--- config.mk ---
export PLATFORM = sky130hd
export DESIGN_NAME = leb128_enc_stream
export DESIGN_NICKNAME = d
export VERILOG_FILES = /design/src/rtl/leb128_pkg.sv /design/src/rtl/leb128_len.sv /design/src/rtl/leb128_enc_stream.sv
export SDC_FILE = /design/constraint.sdc
export NUM_CORES = 1
export LEC_CHECK = 0
export ABC_CLOCK_PERIOD_IN_PS = 2800
export BUFFER_PORTS_ARGS = -buffer_cell sky130_fd_sc_hd__buf_2
export CORE_MARGIN = 2
export CORE_UTILIZATION = 35
export DETAILED_ROUTE_END_ITERATION = 8
export MAX_ROUTING_LAYER = met4
export PLACE_DENSITY = 0.67
export SLEW_MARGIN = 10
export SYNTH_ARGS = -nofsm -noshare
export SYNTH_HDL_FRONTEND = slang
export SYNTH_SLANG_ARGS = --single-unit
--- constraint.sdc ---
create_clock -name clk -period 2.8 [get_ports clk]
set_input_delay 0.28 -clock clk [delete_from_list [all_inputs] [get_ports clk]]
set_output_delay 0.28 -clock clk [all_outputs]
set_load 0.02 [all_outputs]
--- src/rtl/leb128_pkg.sv ---
// Shared definitions for the LEB128 encoder and decoder blocks.
package leb128_pkg;

  // Controller states common to the streaming encoder and decoder.
  typedef enum logic {
    IDLE,
    EMIT
  } state_t;

  // Maximum number of LEB128 bytes needed for a w-bit value: ceil(w/7).
  function automatic int leb128_nbytes(input int w);
    return (w + 6) / 7;
  endfunction

endpackage

--- src/rtl/leb128_len.sv ---
// Combinational LEB128 length calculator: number of bytes a value encodes to.
module leb128_len
  import leb128_pkg::*;
#(
  parameter  int W      = 32,
  parameter  bit SIGNED = 1'b0,
  localparam int NB     = leb128_nbytes(W),
  localparam int LW     = $clog2(NB + 1)
) (
  input  logic [W-1:0]  value,
  output logic [LW-1:0] len
);

  localparam int EW = NB * 7;

  logic          sign;
  logic [EW-1:0] ext;

  // Extend the value to a whole number of 7-bit chunks, then find the byte count.
  always_comb begin
    // NOTE: len is given a default before the loops so no latch is inferred.
    len  = LW'(1);
    sign = SIGNED ? value[W-1] : 1'b0;
    ext  = {EW{sign}};
    ext[W-1:0] = value;
    if (SIGNED) begin
      // Smallest k whose bits [EW-1 : 7k-1] are all copies of the sign bit.
      // The property is monotonic in k, so the last hit of a descending scan wins.
      len = LW'(NB);
      for (int k = NB - 1; k >= 1; k--) begin
        if ((ext >> (7 * k - 1)) == ({EW{sign}} >> (7 * k - 1))) begin
          len = LW'(k);
        end
      end
    end else begin
      // Highest nonzero chunk index + 1, at least one byte.
      for (int i = 1; i < NB; i++) begin
        if (ext[7*i +: 7] != 7'd0) begin
          len = LW'(i + 1);
        end
      end
    end
  end

endmodule

--- src/rtl/leb128_enc_stream.sv ---
// Streaming LEB128 encoder: one W-bit value in, its byte string out one byte per cycle.
module leb128_enc_stream
  import leb128_pkg::*;
#(
  parameter  int W      = 32,
  parameter  bit SIGNED = 1'b0,
  localparam int NB     = leb128_nbytes(W),
  localparam int LW     = $clog2(NB + 1)
) (
  input  logic          clk,
  input  logic          rst_n,
  input  logic [W-1:0]  in_data,
  input  logic          in_valid,
  output logic          in_ready,
  output logic [7:0]    out_data,
  output logic          out_valid,
  input  logic          out_ready,
  output logic          out_last,
  output logic [LW-1:0] out_len
);

  localparam int EW = NB * 7;

  state_t        state;
  logic [EW-1:0] sreg;
  logic [LW-1:0] idx;
  logic [EW-1:0] in_ext;
  logic [LW-1:0] in_len;
  logic          accept;
  logic          advance;
  logic [LW:0]   next_pos;
  logic          last_next;

  leb128_len #(
    .W      (W),
    .SIGNED (SIGNED)
  ) u_len (
    .value (in_data),
    .len   (in_len)
  );

  // Sign- or zero-extend the incoming value to whole 7-bit chunks.
  always_comb begin
    in_ext = {EW{SIGNED ? in_data[W-1] : 1'b0}};
    in_ext[W-1:0] = in_data;
  end

  // A new value is taken when idle or on the final-byte handshake (no bubble).
  assign in_ready  = (state == IDLE) | ((state == EMIT) & out_valid & out_ready & out_last);
  assign accept    = in_valid & in_ready;
  assign advance   = out_valid & out_ready & ~out_last;
  // Byte position after the advance is idx+1; it is the last one when idx+2 == len.
  assign next_pos  = {1'b0, idx} + (LW + 1)'(2);
  assign last_next = (next_pos == {1'b0, out_len});

  // Encoder FSM with registered byte, last flag and length outputs.
  always_ff @(posedge clk or negedge rst_n) begin
    // NOTE: non-blocking assignments so every register updates from pre-edge values.
    if (!rst_n) begin
      state     <= IDLE;
      sreg      <= '0;
      idx       <= '0;
      out_valid <= 1'b0;
      out_last  <= 1'b0;
      out_data  <= 8'h00;
      out_len   <= '0;
    end else if (accept) begin
      state     <= EMIT;
      sreg      <= in_ext >> 7;
      idx       <= '0;
      out_valid <= 1'b1;
      out_data  <= {in_len != LW'(1), in_ext[6:0]};
      out_last  <= (in_len == LW'(1));
      out_len   <= in_len;
    end else if (advance) begin
      sreg     <= sreg >> 7;
      idx      <= idx + LW'(1);
      out_data <= {~last_next, sreg[6:0]};
      out_last <= last_next;
    end else if (out_valid && out_ready) begin
      // Final byte taken with no follow-on value.
      state     <= IDLE;
      out_valid <= 1'b0;
      out_last  <= 1'b0;
    end
  end

endmodule
==> summary.md <==
| Metric | Value |
|---|---|
| Setup CP Type | reg -> reg |
| CTS clock-pin slew for the worst setup and hold paths | 0.08 ns |
| CTS buffer count | 5 |
| Share of layout cells above drive strength 1 | 26.87% |
| Input/output buffers | 49 |
| Leak pwr | roughly 0.0012 uW |
| Crit path DAT | 2.08 ns |
| Max Clk Rate | 522.2 MHz |
| Outcome | finished clean |
| Chip width | between 70 and 80 um |
| Setup WS post-layout | 0.8851 ns |
| Post-CTS Setup Bufs | 0 |
| HPWL after detailed placement | 3031 um |
| Avg Cell Area, Syn | 10.43 um2 |
| N_diodes | 0 |
| Max-slew violations | 0 |
| Final min period | around 1.9 ns |
| Post-cts sizing count | 0 |
| VDD IR max | 438.4 uV |
| DIE AREA | 5870 um2 |
| Gp weighted congestion | 0.7628 |
| Core Footprint | 5107 um2 |
| Worst Tran Pin Value | between 0.8 and 0.9 ns |
| Drt drc | 0 |
| Synth area leader | dfrtp_1 |
| Synth top area share | 55.59% |
| Critical path fanouts, max | 20 |
| Max-slew headroom | 40.51% |
| Dpl ws | 0.8633 ns |
| Initial Utilization | approximately 36% |
| Final nets | about 260 |
| CTS H-tree depth | 2 |
| Unique masters post-synth | 28 |
| Hold-fix buffers, CTS | 0 |
| Data required time of the worst path | 2.96 ns |
| # IOs | 50 |
| Critical path launch point type | flop |
| GRT Overall Usage | between 10% and 20% |
| Hold Vio Cnt, Final | 0 |
| Final ANT Viol Nets | 0 |
| Post-Synthesis Cells | around 180 |
| Post-synthesis net count | 215 |
| Routed WL per cell | 14.51 um |
| Synth warn | 0 |
| Grt ovf | 0 |
| CTS tree | yes |
| Area Overhead vs Synth | 23.19% |
| WL final | 4309 um |
| Vias | 1526 |
| Vias in the first global route | 1486 |
| Post-route non-filler standard cell count | ~300 |
| Root Buffer | clkbuf_8 |
| Fin crit share | 68.39% |
| Die Y | 76.62 um |
| DRT iter0 DRCs | 146 |
| Yosys reg bits | 41 |
| RSZ-0062 raised after global routing | no |
| Largest net degree at the start of global routing | 55 |
| Sequential-to-total area share from yosys stat | 55.59% |
| Latest clock arrival within the worst-skew pair | 0.29 ns |
| Clk sinks | 41 |
| Rows | 26 |
| Max_cap viols | 0 |
| Post-Syn Area | 1846 um2 |
| Final hold slack | a little over 0.1 ns |
| Max Buffers Root-to-Sink | 2 |
| CP endpoint kind | flop |
| Placed Cells incl. Taps | 289 |
| Initial antenna violation count | 0 |
| First-pass GRT wire length | 7051 um |
| Hold Crit Class | in -> async |
| Worst clock skew | 0.006599 ns |
| Routed vias/inst | 5.138 |
| Final Setup Violations | 0 |
| Setup TNS | 0 ns |
| Top cells by area, synth | dfrtp_1 (56%), a222oi_1 (9.2%), nand2_1 (5.9%) |
| PD cells | 940.8 nW/um2 |
| Final core utilization | 44.51% |
| Router iterations before antenna repair | 7 |
-- where the power goes --
part	leakage (uW)	internal, uW	total [uW]	switching [uW]
registers	0.000537	763	884	121
clock network	0.0000585	291	494	203
logic	0.000599	312	761	449
-- worst max-delay path: stages (launching register included) --
cell and delay [ns]:
dfrtp_1 0.43, and3b_1 0.76, buf_4 0.31, mux2i_1 0.20, o21ai_0 0.09
-- sequential cells by signal, indices dropped and copies added, names as in the netlist --
signal    flops
out_last      1
out_data      8
idx           3
state         1
out_len       3
sreg         25
-- cells by family after synthesis --
logic type	after synthesis	synth area share, %
and+or+nand+nor	51	13.08
DFF	41	55.59
AOI/OAI and AO/OA	40	16.47
buffers and inverters	29	6.237
muxes	9	4.882
xor gates and xnor gates	5	2.373
adders and majority gates	2	1.356
-- layer usage --
metal  vias to the layer above  wire [um]  share of wire (%)  GRT usage [%]
met1                       744       1966                 46          19.36
met3                         4        187                4.3          4.739
met4                         0         46                1.1          4.364
met5                         -          0                  0              -
li1                        732          -                  -              -
met2                        46       2109                 49          25.04
-- cell usage after synthesis, drive strengths merged --
master	count
buf	5
a21bo	1
xor2	3
nor4	3
nand3	1
o21a	1
ha	2
and3b	1
nor2	3
nand2b	1
nor3	5
o22ai	2
clkbuf	5
nand2	29
dfrtp	41
nand4b	1
nor2b	2
a21oi	2
and2	2
o21ai	15
o22a	1
a222oi	17
inv	19
mux2i	9
xnor2	2
or4	2
a211o	1
nor4b	1
-- cell type report --
class,count,area [um2]
fill,494,2834
sequential,41,1026
multi-input combinational,107,704.4
timing repair buffer,52,267.8
tap,70,87.58
clock buffer,7,86.33
inverter,19,71.32
clock inverter,1,30.03
-- path summary, 6_finish.rpt --
kind	start	endpoint	slack, ns	cells after the start
worst max-delay path	out_last	sreg[12]	0.89	4
worst min-delay path	rst_n	sreg[6]	0.10	1
worst max register to register	out_last	sreg[12]	0.89	4
worst min register to register	out_data[0]	out_data[0]	0.51	2
max in group asynchronous	rst_n	sreg[23]	2.13	1
min in group clk	in_data[4]	out_data[4]	0.19	3
-- metrics by stage --
stage                     total power (uW)  area, um2
after floorplan                       1417       1846
after global routing                  2279       2273
after CTS                             2156       2273
final                                 2139       2273
after detailed placement              1655       2157
after global placement                1632       2157
-- cell usage in the layout, fill, tap and decap left out, types with 2 or more instances in the layout --
cell type / count
mux2i_1: 9
xor2_1: 3
inv_1: 19
nor2_1: 3
o21ai_0: 15
a222oi_1: 17
nor3_1: 5
o22ai_1: 2
xnor2_1: 2
ha_1: 2
a21oi_1: 2
clkbuf_8: 6
or4_1: 2
nand2_1: 29
nor4_1: 3
and2_1: 2
dfrtp_1: 41
buf_4: 3
buf_2: 49
nor2b_1: 2
(Power assumes the default switching activity.)
